--- config.mk ---
export PLATFORM = sky130hd
export DESIGN_NAME = mc_controller
export DESIGN_NICKNAME = d
export VERILOG_FILES = /design/src/rtl/mc_pkg.sv /design/src/rtl/mc_aludec.sv /design/src/rtl/mc_controller.sv
export SDC_FILE = /design/constraint.sdc
export NUM_CORES = 1
export LEC_CHECK = 0
export BUFFER_PORTS_ARGS = -buffer_cell sky130_fd_sc_hd__clkbuf_2
export CORE_UTILIZATION = 45
export CTS_CLUSTER_SIZE = 30
export DETAILED_ROUTE_END_ITERATION = 10
export PLACE_DENSITY = 0.76
export SLEW_MARGIN = 10
export SYNTH_ARGS = -nofsm -noshare
export SYNTH_HDL_FRONTEND = slang
export SYNTH_HIERARCHICAL = 1
export SYNTH_SLANG_ARGS = --single-unit
--- constraint.sdc ---
create_clock -name clk -period 2.8 [get_ports clk]
set_clock_uncertainty 0.05 [all_clocks]
set_input_delay 0.14 -clock clk [delete_from_list [all_inputs] [get_ports clk]]
set_output_delay 0.14 -clock clk [all_outputs]
set_load 0.05 [all_outputs]
--- src/rtl/mc_pkg.sv ---
// mc_pkg: shared definitions for the multicycle MIPS controller.
//   state_t   - FSM state encoding
//   OP_*/FN_* - opcode and R-type funct field values
//   aluop_t   - coarse ALU operation requested by the FSM
//   ALU_*     - alucontrol encodings seen by the ALU
package mc_pkg;

  typedef enum logic [3:0] {
    S_FETCH  = 4'd0,
    S_DECODE = 4'd1,
    S_MEMADR = 4'd2,
    S_MEMRD  = 4'd3,
    S_MEMWB  = 4'd4,
    S_MEMWR  = 4'd5,
    S_EXEC   = 4'd6,
    S_ALUWB  = 4'd7,
    S_IMMEX  = 4'd8,
    S_IMMWB  = 4'd9,
    S_BRANCH = 4'd10,
    S_JUMP   = 4'd11
  } state_t;

  localparam logic [5:0] OP_RTYPE = 6'b000000;
  localparam logic [5:0] OP_J     = 6'b000010;
  localparam logic [5:0] OP_BEQ   = 6'b000100;
  localparam logic [5:0] OP_BNE   = 6'b000101;
  localparam logic [5:0] OP_ADDI  = 6'b001000;
  localparam logic [5:0] OP_ANDI  = 6'b001100;
  localparam logic [5:0] OP_ORI   = 6'b001101;
  localparam logic [5:0] OP_LW    = 6'b100011;
  localparam logic [5:0] OP_SW    = 6'b101011;

  localparam logic [5:0] FN_ADD = 6'b100000;
  localparam logic [5:0] FN_SUB = 6'b100010;
  localparam logic [5:0] FN_AND = 6'b100100;
  localparam logic [5:0] FN_OR  = 6'b100101;
  localparam logic [5:0] FN_SLT = 6'b101010;

  typedef enum logic [2:0] {
    ALUOP_ADD   = 3'd0,
    ALUOP_SUB   = 3'd1,
    ALUOP_FUNCT = 3'd2,
    ALUOP_AND   = 3'd3,
    ALUOP_OR    = 3'd4
  } aluop_t;

  localparam logic [2:0] ALU_ADD = 3'b010;
  localparam logic [2:0] ALU_SUB = 3'b110;
  localparam logic [2:0] ALU_AND = 3'b000;
  localparam logic [2:0] ALU_OR  = 3'b001;
  localparam logic [2:0] ALU_SLT = 3'b111;

endpackage

--- src/rtl/mc_aludec.sv ---
// mc_aludec: maps the FSM's coarse ALU request plus the R-type funct field
// onto the ALU's alucontrol code.
//   aluop_i       - requested operation (ADD/SUB/AND/OR or "use funct")
//   funct_i       - IR[5:0]
//   alucontrol_o  - ALU operation code, zero-extended to ALUCTL_W
//   funct_valid_o - funct is a supported R-type operation; independent of
//                   aluop_i so DECODE can use it for the legality check
module mc_aludec
  import mc_pkg::*;
#(
  parameter int ALUCTL_W = 3
) (
  input  aluop_t              aluop_i,
  input  logic [5:0]          funct_i,
  output logic [ALUCTL_W-1:0] alucontrol_o,
  output logic                funct_valid_o
);

  logic [2:0] fn_code_s;
  logic [2:0] code_s;

  // Decode the funct field into an ALU code and a validity flag.
  always_comb begin
    fn_code_s     = ALU_ADD;
    funct_valid_o = 1'b0;
    case (funct_i)
      FN_ADD: begin fn_code_s = ALU_ADD; funct_valid_o = 1'b1; end
      FN_SUB: begin fn_code_s = ALU_SUB; funct_valid_o = 1'b1; end
      FN_AND: begin fn_code_s = ALU_AND; funct_valid_o = 1'b1; end
      FN_OR:  begin fn_code_s = ALU_OR;  funct_valid_o = 1'b1; end
      FN_SLT: begin fn_code_s = ALU_SLT; funct_valid_o = 1'b1; end
      default: begin fn_code_s = ALU_ADD; funct_valid_o = 1'b0; end
    endcase
  end

  // Select the final ALU code from the coarse request.
  always_comb begin
    code_s = ALU_ADD;
    case (aluop_i)
      ALUOP_ADD:   code_s = ALU_ADD;
      ALUOP_SUB:   code_s = ALU_SUB;
      ALUOP_AND:   code_s = ALU_AND;
      ALUOP_OR:    code_s = ALU_OR;
      ALUOP_FUNCT: code_s = fn_code_s;
      default:     code_s = ALU_ADD;
    endcase
    alucontrol_o = ALUCTL_W'(code_s);
  end

endmodule

--- src/rtl/mc_controller.sv ---
// mc_controller: Moore FSM sequencing one MIPS instruction over the shared
// ALU / shared memory multicycle datapath.
// Inputs : clk, reset_n (async, active low), op/funct (from IR),
//          zero (ALU flag), mem_ready (memory completes access this cycle).
// Outputs: pcen, iord, memwrite, irwrite, regdst, memtoreg, regwrite,
//          alusrca, alusrcb, pcsrc, signOrZero, alucontrol (datapath
//          controls); instr_done (final-state pulse); illegal_op (DECODE
//          pulse for unsupported instructions).
// Parameters: EN_BNE, EN_IMM_LOGIC enable optional instruction groups;
//          ALUCTL_W sets the alucontrol width.
module mc_controller
  import mc_pkg::*;
#(
  parameter bit EN_BNE       = 1'b1,
  parameter bit EN_IMM_LOGIC = 1'b1,
  parameter int ALUCTL_W     = 3
) (
  input  logic                clk,
  input  logic                reset_n,
  input  logic [5:0]          op,
  input  logic [5:0]          funct,
  input  logic                zero,
  input  logic                mem_ready,
  output logic                pcen,
  output logic                iord,
  output logic                memwrite,
  output logic                irwrite,
  output logic                regdst,
  output logic                memtoreg,
  output logic                regwrite,
  output logic                alusrca,
  output logic [1:0]          alusrcb,
  output logic [1:0]          pcsrc,
  output logic                signOrZero,
  output logic [ALUCTL_W-1:0] alucontrol,
  output logic                instr_done,
  output logic                illegal_op
);

  state_t              state_q;
  state_t              state_d;
  aluop_t              aluop_s;
  logic                alu_en_s;
  logic                funct_valid_s;
  logic [ALUCTL_W-1:0] alucontrol_dec_s;
  logic                pcen_s;
  logic                memwrite_s;
  logic                irwrite_s;
  logic                regwrite_s;
  logic                done_s;
  logic                illegal_s;

  mc_aludec #(
    .ALUCTL_W (ALUCTL_W)
  ) u_aludec (
    .aluop_i       (aluop_s),
    .funct_i       (funct),
    .alucontrol_o  (alucontrol_dec_s),
    .funct_valid_o (funct_valid_s)
  );

  // State register.
  always_ff @(posedge clk or negedge reset_n) begin
    if (!reset_n) begin
      state_q <= S_FETCH;
    end else begin
      state_q <= state_d;
    end
  end

  // Next-state and per-state control decode.
  always_comb begin
    state_d    = state_q;
    aluop_s    = ALUOP_ADD;
    alu_en_s   = 1'b0;
    pcen_s     = 1'b0;
    iord       = 1'b0;
    memwrite_s = 1'b0;
    irwrite_s  = 1'b0;
    regdst     = 1'b0;
    memtoreg   = 1'b0;
    regwrite_s = 1'b0;
    alusrca    = 1'b0;
    alusrcb    = 2'b00;
    pcsrc      = 2'b00;
    signOrZero = 1'b0;
    done_s     = 1'b0;
    illegal_s  = 1'b0;
    case (state_q)
      S_FETCH: begin
        // PC <= PC + 4 and IR load both wait for the memory to accept.
        alusrcb   = 2'b01;
        alu_en_s  = 1'b1;
        irwrite_s = mem_ready;
        pcen_s    = mem_ready;
        if (mem_ready) begin
          state_d = S_DECODE;
        end else begin
          state_d = S_FETCH;
        end
      end
      S_DECODE: begin
        // ALU precomputes the branch target into ALUOut.
        alusrcb  = 2'b11;
        alu_en_s = 1'b1;
        case (op)
          OP_LW, OP_SW: state_d = S_MEMADR;
          OP_RTYPE: begin
            if (funct_valid_s) begin
              state_d = S_EXEC;
            end else begin
              state_d   = S_FETCH;
              illegal_s = 1'b1;
            end
          end
          OP_ADDI: state_d = S_IMMEX;
          OP_ANDI, OP_ORI: begin
            if (EN_IMM_LOGIC) begin
              state_d = S_IMMEX;
            end else begin
              state_d   = S_FETCH;
              illegal_s = 1'b1;
            end
          end
          OP_BEQ: state_d = S_BRANCH;
          OP_BNE: begin
            if (EN_BNE) begin
              state_d = S_BRANCH;
            end else begin
              state_d   = S_FETCH;
              illegal_s = 1'b1;
            end
          end
          OP_J: state_d = S_JUMP;
          default: begin
            state_d   = S_FETCH;
            illegal_s = 1'b1;
          end
        endcase
      end
      S_MEMADR: begin
        alusrca  = 1'b1;
        alusrcb  = 2'b10;
        alu_en_s = 1'b1;
        if (op == OP_LW) begin
          state_d = S_MEMRD;
        end else begin
          state_d = S_MEMWR;
        end
      end
      S_MEMRD: begin
        iord = 1'b1;
        if (mem_ready) begin
          state_d = S_MEMWB;
        end else begin
          state_d = S_MEMRD;
        end
      end
      S_MEMWB: begin
        memtoreg   = 1'b1;
        regwrite_s = 1'b1;
        done_s     = 1'b1;
        state_d    = S_FETCH;
      end
      S_MEMWR: begin
        // Strobe and address held for the whole wait; done on acceptance.
        iord       = 1'b1;
        memwrite_s = 1'b1;
        done_s     = mem_ready;
        if (mem_ready) begin
          state_d = S_FETCH;
        end else begin
          state_d = S_MEMWR;
        end
      end
      S_EXEC: begin
        alusrca  = 1'b1;
        alu_en_s = 1'b1;
        aluop_s  = ALUOP_FUNCT;
        state_d  = S_ALUWB;
      end
      S_ALUWB: begin
        regdst     = 1'b1;
        regwrite_s = 1'b1;
        done_s     = 1'b1;
        state_d    = S_FETCH;
      end
      S_IMMEX: begin
        alusrca  = 1'b1;
        alusrcb  = 2'b10;
        alu_en_s = 1'b1;
        case (op)
          OP_ANDI: begin aluop_s = ALUOP_AND; signOrZero = 1'b1; end
          OP_ORI:  begin aluop_s = ALUOP_OR;  signOrZero = 1'b1; end
          default: begin aluop_s = ALUOP_ADD; signOrZero = 1'b0; end
        endcase
        state_d = S_IMMWB;
      end
      S_IMMWB: begin
        regwrite_s = 1'b1;
        done_s     = 1'b1;
        state_d    = S_FETCH;
      end
      S_BRANCH: begin
        alusrca  = 1'b1;
        alu_en_s = 1'b1;
        aluop_s  = ALUOP_SUB;
        pcsrc    = 2'b01;
        done_s   = 1'b1;
        if (EN_BNE && (op == OP_BNE)) begin
          pcen_s = ~zero;
        end else begin
          pcen_s = zero;
        end
        state_d = S_FETCH;
      end
      S_JUMP: begin
        pcsrc   = 2'b10;
        pcen_s  = 1'b1;
        done_s  = 1'b1;
        state_d = S_FETCH;
      end
      default: begin
        state_d = S_FETCH;
      end
    endcase
  end

  // Output drive; reset kills enables and pulses in the same cycle so an
  // aborted instruction can never complete a write.
  always_comb begin
    if (alu_en_s) begin
      alucontrol = alucontrol_dec_s;
    end else begin
      alucontrol = '0;
    end
    if (!reset_n) begin
      pcen       = 1'b0;
      memwrite   = 1'b0;
      irwrite    = 1'b0;
      regwrite   = 1'b0;
      instr_done = 1'b0;
      illegal_op = 1'b0;
    end else begin
      pcen       = pcen_s;
      memwrite   = memwrite_s;
      irwrite    = irwrite_s;
      regwrite   = regwrite_s;
      instr_done = done_s;
      illegal_op = illegal_s;
    end
  end

endmodule

== Yosys cells after proc, flatten, opt, wreduce, memory -nomap -nowiden ==
Index checks and enable logic that the tools add are counted.

* Bits in registers: 4
* Bits in latches: 0
* Memory bits (writable): 0
* Bits in read-only memories: 0
* Word-level logic and storage cells: 81
* Memories: 0

* $add $sub $neg: 0
* $mul: 0
* Divide/modulo/power cells: 0
* Magnitude comparators: 0
* Equal/unequal tests: 28
* Shift operators: 0
* Multiplexer cells: 37
* Bitwise operators: 1
* Reduce and logical (&&, ||, !) cells: 14

{| class="wikitable"
|+ Operators with widths
! kind !! count
|-
| $eq 6x6->1 const B || 7
|-
| $pmux 4 s7 || 1
|-
| $pmux 3 s4 || 2
|-
| $mux 1 || 21
|-
| $pmux 4 s5 || 1
|-
| $eq 6x4->1 const B || 3
|-
| $eq 4x3->1 const B || 4
|-
| $eq 4x4->1 const B || 4
|-
| $mux 3 || 5
|-
| $eq 6x3->1 const B || 2
|-
| $reduce_or 2->1 || 5
|-
| $reduce_or 5->1 || 2
|-
| $pmux 3 s3 || 1
|-
| $eq 4x2->1 const B || 2
|-
| $reduce_or 8->1 || 1
|-
| $eq 3x2->1 const B || 2
|-
| $eq 6x2->1 const B || 1
|-
| $logic_not 6->1 || 1
|-
| $pmux 2 s3 || 1
|-
| $pmux 3 s2 || 1
|-
| $reduce_or 3->1 || 2
|-
| $reduce_or 6->1 || 1
|-
| $eq 4x1->1 const B || 1
|-
| $logic_not 4->1 || 1
|-
| other kinds (7) || 8
|}

== Longest topological paths before layout ==
Gate-level depths: netlist of run 1.

* Word-level depth: 7
* Gate-level depth with buffers: 8

== Hierarchy ==
Netlist of run 1, hierarchy kept.

{| class="wikitable"
|+ Modules (own cells, without submodules)
! module !! instances !! cells each !! area an instance (µm²) !! sequential area each (µm²)
|-
| mc_controller || 1 || 91 || 661.9 || 100.1
|-
| mc_aludec || 1 || 17 || 133.9 || 0.0
|}

== Least setup slack after synthesis of run 1 ==
OpenSTA, ideal clock, no wires.

* Path type: flip-flop to output port
* Start point: reg state_q[0]
* End point: out alucontrol[2]
* Arrival time: 2.589 ns
* Path slack: 0.021 ns
* Cell stages (with the launch flop): 9
* Path buffers: 0
* Cell sequence: dfrtp_1 or2_1 nor2_2 nand4_1 o22ai_1 nand3b_4 or3b_1 a21oi_1 nor2b_1

* Cells in the longest elaborated chain, start to end: 5
* Elaborated cells on any way between the ends: 15
* Those cells by class: 9 x eq/ne; 4 x mux; 2 x reduce/logical

{| class="wikitable"
|+ RTL lines
! what !! line !! source
|-
| start: declaration || mc_controller.sv:40 || <nowiki>state_t state_q;</nowiki>
|-
| start signal: assignment || mc_controller.sv:67 || <nowiki>state_q <= state_d;</nowiki>
|-
| $eq 4x4->1 / $eq 4x3->1 (equally long branches) || mc_controller.sv:89 || <nowiki>case (state_q)</nowiki>
|-
| $pmux 3 s3 (*) || mc_controller.sv:89 ||
|-
| net aluop_s[1] || mc_controller.sv:42 || <nowiki>aluop_t aluop_s;</nowiki>
|-
| $eq 3x2->1 (tied with other cells) || mc_aludec.sv:39 || <nowiki>case (aluop_i)</nowiki>
|-
| $pmux 3 s4 (*) || mc_aludec.sv:39 ||
|-
| net alucontrol_dec_s[2] || mc_controller.sv:45 || <nowiki>logic [ALUCTL_W-1:0] alucontrol_dec_s;</nowiki>
|-
| $mux 3 (*) || mc_controller.sv:232 || <nowiki>if (alu_en_s) begin</nowiki>
|-
| end: declaration || mc_controller.sv:35 || <nowiki>output logic [ALUCTL_W-1:0] alucontrol,</nowiki>
|}

Mark *: on every way through the listed nets, which the timed path passes. The rest lies on a longest branch.

== Final worst setup path of run 1 ==
Same ends and word-level chain as after synthesis.

==> results of run 1 <==
logic make-up after synthesis:
| family | count (synthesis) | share of synthesized area |
|---|---|---|
| buffers and inverters | 13 | 0.0723 |
| flip-flops | 4 | 0.126 |
| multiplexers | 3 | 0.0393 |
| XOR/XNOR | 1 | 0.0110 |
| AND/OR/NAND/NOR | 57 | 0.487 |
| AO/OA/AOI/OAI | 30 | 0.264 |
worst register-to-register path: stages (launching register included):
cell and delay [ps]:
dfrtp_1 390, buf_4 190, nor4b_4 350, and2_1 210, o21ai_0 90, o211ai_1 120
power by group through the flow:
stage	clock, mW	sequential [mW]	combinational [mW]
final	0.0704	0.0773	0.444
after global routing	0.0773	0.0786	0.476
after CTS	0.0740	0.0769	0.443
after detailed placement	0	0.0776	0.440
after global placement	0	0.0770	0.434
after floorplan	0	0.0876	0.329
layer usage:
layer | track usage | wire length [um] | up-vias
met5 | 0 | 0 | -
li1 | - | - | 473
met4 | 0.0364 | 0 | 0
met1 | 0.318 | 949 | 447
met2 | 0.391 | 1040 | 34
met3 | 0.0612 | 124 | 0
through the flow:
step | setup slack [ps] | hold slack, ps | total power [mW] | area [um2] | std cells
6_report | 117 | 239 | 0.591 | 1020 | 160
5_1_grt | 8.00 | 241 | 0.632 | 1020 | 160
4_1_cts | 92.0 | 223 | 0.594 | 1020 | 160
3_5_place_dp | 254 | -62.2 | 0.518 | 983 | 156
3_3_place_gp | 324 | -68.9 | 0.511 | 983 | 156
2_1_floorplan | 21.3 | -206 | 0.417 | 796 | 108
synth_stat cells, types with 3 or more instances:
master,number,share of area
buf_2,4,0.025
o31a_1,3,0.033
dfrtp_1,4,0.13
nor2b_1,3,0.024
o22ai_1,3,0.024
a31oi_1,3,0.024
nor2_1,12,0.057
nand2_1,5,0.024
a21oi_1,5,0.031
nor3_1,4,0.025
nand3_1,3,0.019
nand2b_1,8,0.063
inv_1,8,0.038
layout make-up:
type / count / area [um2]
fillers: 152 / 554
multi-input cells: 91 / 644
well taps: 16 / 20.0
inverters: 8 / 30.0
flip-flops and latches: 4 / 100
clock buffers: 3 / 22.5
repair buffers: 38 / 205
layout by cell type (no fill, tap or decap), types with 4 or more instances in the layout:
| cell type | netlist | layout |
|---|---|---|
| a21oi_1 | 5 | 5 |
| buf_4 | 1 | 4 |
| clkbuf_2 | 0 | 33 |
| dfrtp_1 | 4 | 4 |
| inv_1 | 8 | 8 |
| nand2_1 | 5 | 5 |
| nand2b_1 | 8 | 8 |
| nor2_1 | 12 | 12 |
| nor3_1 | 4 | 4 |
worst paths after layout:
check | from | to | slack [ps]
max reg2reg | state_q[3]$_DFF_PN0_ | state_q[1]$_DFF_PN0_ | 1300
min reg2reg | state_q[3]$_DFF_PN0_ | state_q[0]$_DFF_PN0_ | 650
max | state_q[0]$_DFF_PN0_ | alucontrol[2] | 120
min in group asynchronous | reset_n | state_q[0]$_DFF_PN0_ | 250
min | op[1] | state_q[0]$_DFF_PN0_ | 240
max in group asynchronous | reset_n | state_q[3]$_DFF_PN0_ | 2270
what timing repair did:
item,4_1_cts,5_1_grt
resized for setup,1,0
endpoints found under the hold margin,4,0
setup endpoints to repair,1,1
pin swaps,0,1
hold buffers,1,0
==> results.toml, run 1 <==
[status]
status = "finished with violations"
violations = "design-rule violations"

[yosys]
ys_seq_area_frac = 0.126
synth.avg_cell_area_um2 = 7.37
synth-edff-count = 0
syn_area_um2 = 796
synth_cell_type_count = 45
yosysWarnings = 6
async_flop_share = 1.00
synthCells = 108
synth_flop_cell = "dfrtp_1"
ys_ff_latch = 4
synth_fp_nets = 124

[power_and_ir_drop]
pwr-share-comb = 0.750
switchingPower_mw = 0.334
p_seq_frac = 0.131
pwr-share-clk = 0.119
p_leak_nw = 0.492
switching_share = 0.565
p_int_mw = 0.257
vdd_drop_max_v = 0.000297
powerDensity_mw_per_mm2 = 579

[placement]
hpwl_mm = 1.67
place.gp.congestion = 0.841
place.port_buffers = 33

[sta]
relSlewSlack = 0.777
hold_viol_final = 0
rsz0062_at_grt = "no"
tightest_slew_ps = 334
setup_tns_ps = 0
slew_violations = 0
fmaxAchievable_mhz = 373
fin_crit_ps = 2680
final-setup-viol-count = 0
period_share = 0.958

[worst_setup_path]
cp.buffers_inverters = 1
crit_cells = 9
path_cells = "or2_1, nor2_2, nand4_1, o22ai_2, nand3b_4, or3b_1, a21oi_1, nor2b_1, clkbuf_2"
critPathKind = "register to output port"
cp_slowest_stage_delay_ps = 370
slowest_stage = "or3b_1"
critPathCaptureType = "output port"
ff2ff_path_depth = 5
cp.arrival_ps = 2490
cp_max_fo = 4
crit_required_ps = 2610
start_kind = "register"
crit_family = "simple AND/OR/NAND/NOR gates"

[cells_and_area]
antenna_cells = 0
largest_reg_flops = 4
reg_top3 = "state_q x4"
layout-area-overhead-vs-synth_pct = 28.5
regMostFlops = "state_q"
drive_gt1_frac = 0.361
fin_util = 0.648
finalNetCount = 162

[hold_path]
hold_class = "input port to register"
whs_path_depth = 3

[clocking]
numCtsBuffers = 3
cts.sinks = 4
cts_root_buf = "clkbuf_4"
clk_latency_ps = 230
cts_tree = "done"
clkTransAtPathRegs_ps = 40
clk_path_buf_depth = 2
cts_setup_buffers = 0
cts-htree-levels = 1

[die]
num_rows = 14
die_x_um = 44.1
fp.coreArea_mm2 = 0.00158
dieArea_mm2 = 0.00194
die_h_um = 44.1
initial_utilization = 0.505
ios = 34

[routing]
viasPerCell = 5.96
wl_per_cell_um = 13.2
wl_mm = 2.11
firstDrtPassIters = 9
drc_errors = 2
antenna_left = 0
num_vias = 954
drt_iter0_markers = 37

[grt]
grt_overflow = 0
antenna_found_initial = 0
grt_pass1_wl_mm = 3.46
grt_max_degree = 16
grt_use_total = 0.237
grt_pass1_vias = 805

[job]
cap_violations = 0
Power figures use the tool's default switching activity.
==> run 2, diff against run 1 <==
--- a/config.mk
+++ b/config.mk
@@ -5,6 +5,7 @@
 export SDC_FILE = /design/constraint.sdc
 export NUM_CORES = 1
 export LEC_CHECK = 0
+export ABC_AREA = 1
 export BUFFER_PORTS_ARGS = -buffer_cell sky130_fd_sc_hd__clkbuf_2
 export CORE_UTILIZATION = 45
 export CTS_CLUSTER_SIZE = 30
==> run 2 against run 1 <==
  * The flow now finishes without violations
  * Clock power increased by 0.7%
  * Die area increased by 2.6%
  * Sequential share of layout area decreased by 0.22 points
  * Total power decreased by 5.5%
  * Clock-buffer cell count unchanged
  * Final area increased by 2.3%
  * Global-route usage decreased by 0.39 points
  * Cell count increased by 40%
==> results.toml, run 2 <==
[yosys]
yosysTopAreaCellShare = 0.198
synth.avg_cell_area_um2 = 5.04
ys_top_cells_by_area = "nand2_1, inv_1, nor2_1, dfrtp_1, nand3_1"
synthCells = 162
synth_cell_type_count = 18
syn_area_um2 = 817
yosysWarnings = 6
synth-edff-count = 0
ys_ff_latch = 4
yosysTopAreaCell = "nand2_1"
ys_seq_area_frac = 0.123
synthTopCellsByCount = "nand2_1, inv_1, nor2_1"
synth_fp_nets = 178
async_flop_share = 1.00
synth_flop_cell = "dfrtp_1"
synth_most_common_cell = "nand2_1"

[routing]
num_vias = 1063
firstDrtPassIters = 4
antenna_left = 0
wl_mm = 2.09
viasPerCell = 4.75
wl_met1_um = 957
wl_met2_mm = 1.01
routed.top_layer = "met4"
wl_per_cell_um = 9.33
route.met3.wl_um = 94
drc_errors = 0
drt_iter0_markers = 19

[status]
status = "finished, final reports clean"

[cells_and_area]
layout-area-overhead-vs-synth_pct = 28.0
reg_top3 = "state_q x4"
antenna_cells = 0
regMostFlops = "state_q"
mostFrequentLayoutCells = "nand2_1, inv_1, clkbuf_2"
layout_commonest_cell = "nand2_1"
drive_gt1_frac = 0.281
largest_reg_flops = 4
finalNetCount = 217

[worst_setup_path]
critPathCaptureType = "output port"
cp_max_fo = 6
start_kind = "register"
cp.arrival_ps = 2180
critPathKind = "register to output port"
crit_required_ps = 2610
ff2ff_path_depth = 7

[clocking]
numCtsBuffers = 3
cts-htree-levels = 1
postCtsResizedCells = 0
cts_root_buf = "clkbuf_4"
clk_latency_ps = 230
cts_setup_buffers = 0
cts_tree = "done"
clkTransAtPathRegs_ps = 40
hold_buffers = 1
cts.sinks = 4
clk_path_buf_depth = 2

[grt]
grt_pass1_wl_mm = 3.50
antenna_found_initial = 0
grt_use_total = 0.233
grt_pass1_vias = 918
grt_overflow = 0
grt_max_degree = 8

[sta]
hold_viol_final = 0
setup_tns_ps = 0
fmaxAchievable_mhz = 423
relSlewSlack = 0.755
tightest_slew_ps = 364
rsz0062_at_grt = "no"
slew_violations = 0
period_share = 0.845
fin_crit_ps = 2370
final-setup-viol-count = 0

[power_and_ir_drop]
vdd_drop_max_v = 0.000449
powerDensity_mw_per_mm2 = 534
p_leak_nw = 0.696
total_power_mw = 0.559

[die]
die_x_um = 44.6
die_h_um = 44.6
dieArea_mm2 = 0.00199
initial_utilization = 0.478
ios = 34
fp.coreArea_mm2 = 0.00171
num_rows = 15

[hold_path]
hold_class = "input port to async pin"

[placement]
place.port_buffers = 33
hpwl_mm = 1.83
place.gp.congestion = 0.861

[job]
cap_violations = 0
[run 2: cell types whose count changed after synthesis, moves of 4 or more]
cell      change
nand3_1      +16
nand2b_1      -8
inv_2         +5
inv_1        +27
nor2_4        +4
nor2_1       +17
buf_2         -4
nand2_1      +38
[run 2: stage by stage]
step,util,cell area (um2),hold WS [ps],worst slack (ps),std cells
6_report,0.612,1050,228,434,224
5_1_grt,0.612,1050,217,207,224
4_1_cts,0.612,1050,213,422,224
3_5_place_dp,0.593,1010,-75.1,676,220
3_3_place_gp,0.593,1010,-76.9,778,220
2_1_floorplan,-,817,-206,731,162
[run 2: path summary, 6_finish.rpt]
| path | start | to | slack, ps |
|---|---|---|---|
| worst max-delay path | state_q[1]$_DFF_PN0_ | alucontrol[1] | 430 |
| worst min-delay path | reset_n | state_q[0]$_DFF_PN0_ | 230 |
| worst max register to register | state_q[3]$_DFF_PN0_ | state_q[0]$_DFF_PN0_ | 1450 |
| worst min register to register | state_q[2]$_DFF_PN0_ | state_q[0]$_DFF_PN0_ | 750 |
| max in group asynchronous | reset_n | state_q[2]$_DFF_PN0_ | 2310 |
| min in group clk | op[2] | state_q[2]$_DFF_PN0_ | 270 |
[run 2: where the power goes]
group / total (mW) / switching [mW] / internal [mW]
clock: 0.0709 / 0.0230 / 0.0479
combinational: 0.403 / 0.308 / 0.0952
sequential: 0.0848 / 0.0135 / 0.0713
[run 2: area by class of cell]
class | instances | area (um2)
Clock buffer | 3 | 22.5
Timing Repair Buffer | 34 | 175
Multi-Input combinational cell | 118 | 567
Fill cell | 175 | 662
Sequential cell | 4 | 100
Tap cell | 25 | 31.3
Inverter | 40 | 150
[run 2: cell families (layout without fill, tap and decap cells)]
kind of cell           after synthesis  count (layout)  share of synthesized area
AND/OR/NAND/NOR                    106             106                      0.593
flip-flops                           4               4                      0.123
AO/OA/AOI/OAI                       12              12                      0.101
buffers and inverters               40              77                      0.184
[run 2: critical path, cell delays in order, from the launching register on]
cell and delay (ps):
dfrtp_1 420, nor2_1 140, inv_1 110, nor2_4 150
inv_2 70, nor3_1 330, inv_1 110, o21ai_0 90
nand2_1 70, nand3_1 80, nand2_1 50, inv_1 50
clkbuf_2 260
[run 2: routing by layer]
| layer | vias up | GRT usage |
|---|---|---|
| met5 | - | 0 |
| met4 | 0 | 0.115 |
| met3 | 4 | 0.0694 |
| met2 | 35 | 0.374 |
| met1 | 448 | 0.283 |
| li1 | 576 | - |
==> run 3, diff against run 2 <==
==> constraint.sdc (replaced) <==
create_clock -name clk -period 2.3 [get_ports clk]
set_clock_uncertainty 0.05 [all_clocks]
set_input_delay 0.115 -clock clk [delete_from_list [all_inputs] [get_ports clk]]
set_output_delay 0.115 -clock clk [all_outputs]
set_load 0.05 [all_outputs]
==> run 3 against run 2 <==
  * Sequential cell count stayed put
  * Non-clock buffer count stayed put
  * Sequential share of layout area is 0.26 points lower
  * Total power is 23% higher
  * Cell count stayed put
  * Clock power is 22% higher
  * Critical path type unchanged
  * Largest cell class unchanged
==> results.toml, run 3 (synthesis results as in run 2) <==
[status]
status = "finished, final reports clean"

[sta]
relSlewSlack = 0.769
hold_viol_final = 0
setup_ws_ps = 173
rsz0062_at_grt = "no"
final-setup-viol-count = 0
period_share = 0.925
whs_ps = 203
tightest_slew_ps = 344
slew_violations = 0
fin_crit_ps = 2130
setup_tns_ps = 0
fmaxAchievable_mhz = 470

[placement]
place_ws_ps = 201
place.gp.congestion = 0.861
place.port_buffers = 33
hpwl_mm = 1.83
dp_cells = 220
post_dp_cell_area_mm2 = 0.00101

[die]
fp.coreArea_mm2 = 0.00171
initial_utilization = 0.478
ios = 34
die_h_um = 44.6
dieArea_mm2 = 0.00199
num_rows = 15
die_x_um = 44.6

[worst_setup_path]
rrSetupSlack_ps = 960
critPathCaptureType = "output port"
cp.arrival_ps = 1960
slowest_stage = "dfrtp_1"
cp_common_cell = "inv_1"
rr_startpoint = "state_q[3]$_DFF_PN0_"
ff2ff_path_depth = 7
timing.rr.end = "state_q[0]$_DFF_PN0_"
path_cells = "nor2_1, inv_1, nor2_4, inv_2, nor3_4, inv_1, o21ai_0, nand2_1, nand3_1, nand2_1, inv_1, buf_4"
start_kind = "register"
cp_slowest_stage_delay_ps = 420
cp_max_fo = 6
crit_required_ps = 2130
critPathKind = "register to output port"
crit_start = "state_q[1]$_DFF_PN0_"

[clocking]
cts-htree-levels = 1
cts_tree = "done"
clkTransAtPathRegs_ps = 40
cts_setup_buffers = 0
clk_path_buf_depth = 2
cts.sinks = 4
cts_root_buf = "clkbuf_4"
clk_latency_ps = 230
numCtsBuffers = 3

[grt]
grt_use_total = 0.232
grt_pass1_wl_mm = 3.47
antenna_found_initial = 0
grt_overflow = 0
grt_max_degree = 8
grt_pass1_vias = 912

[cells_and_area]
fillers = 171
largest_reg_flops = 4
mostFrequentLayoutCells = "nand2_1, inv_1, clkbuf_2"
layout-area-overhead-vs-synth_pct = 31.5
antenna_cells = 0
final_cell_area_mm2 = 0.00107
finalNetCount = 217
fin_util = 0.629
fin_cells = 224
layout_commonest_cell = "nand2_1"
drive_gt1_frac = 0.302
reg_top3 = "state_q x4"
regMostFlops = "state_q"

[power_and_ir_drop]
p_leak_nw = 0.704
powerDensity_mw_per_mm2 = 641
total_power_mw = 0.689
vdd_drop_max_v = 0.000547

[routing]
antenna_left = 0
drc_errors = 0
drt_iter0_markers = 22
wl_mm = 2.08
viasPerCell = 4.79
wl_per_cell_um = 9.30
firstDrtPassIters = 4
num_vias = 1074

[hold_path]
hold_class = "input port to async pin"

[job]
cap_violations = 0
==> run 3: changes by cell type in the layout (fill, tap and decap cells not counted) <==
cell      change
buf_4         +1
clkbuf_2      -3
clkbuf_4      +2
nand2_1       -2
nand2_2       +2
nand3_1       -1
nand3_2       +1
nor3_1        -1
nor3_4        +1
==> run 3: layout make-up <==
type	count	area, um2	area share
multi-input cells	118	588	0.547
inverters	40	150	0.140
clock buffers	3	22.5	0.0210
well taps	25	31.3	0.0291
flip-flops and latches	4	100	0.0931
repair buffers	34	183	0.170
==> run 3: worst max-delay path by stage <==
stage | end | depth (start not counted)
floorplan | instr_done | 5
global route | alucontrol[0] | 13
CTS | alucontrol[1] | 12
detailed placement | alucontrol[1] | 12
finish | alucontrol[1] | 12
global placement | alucontrol[1] | 12
==> run 3: power by group <==
group	switching (mW)	internal (mW)	leakage (nW)
Sequential	0.0164	0.0868	0.0539
Clock	0.0279	0.0583	0.0138
Combinational	0.378	0.121	0.636
==> run 3: routing by layer <==
metal / track usage / wire, um / up-vias
met5: 0 / 0 / -
met4: 0.115 / 29 / 0
met3: 0.0694 / 115 / 4
met2: 0.374 / 1000 / 40
met1: 0.278 / 934 / 452
li1: - / - / 578
==> run 3: worst max-delay path: cells and delay by family, from the launching register on <==
family	cells	cell delay, ps
flip-flops	1	420
AO/OA/AOI/OAI	1	80
buffers and inverters	5	520
AND/OR/NAND/NOR	6	700
==> run 3: timing repair <==
action / 4_1_cts / 5_1_grt
setup endpoints to repair: 1 / 3
resized for setup: 1 / 11
hold endpoints to repair: 4 / 0
pin swaps: 0 / 0
hold buffers: 1 / 0
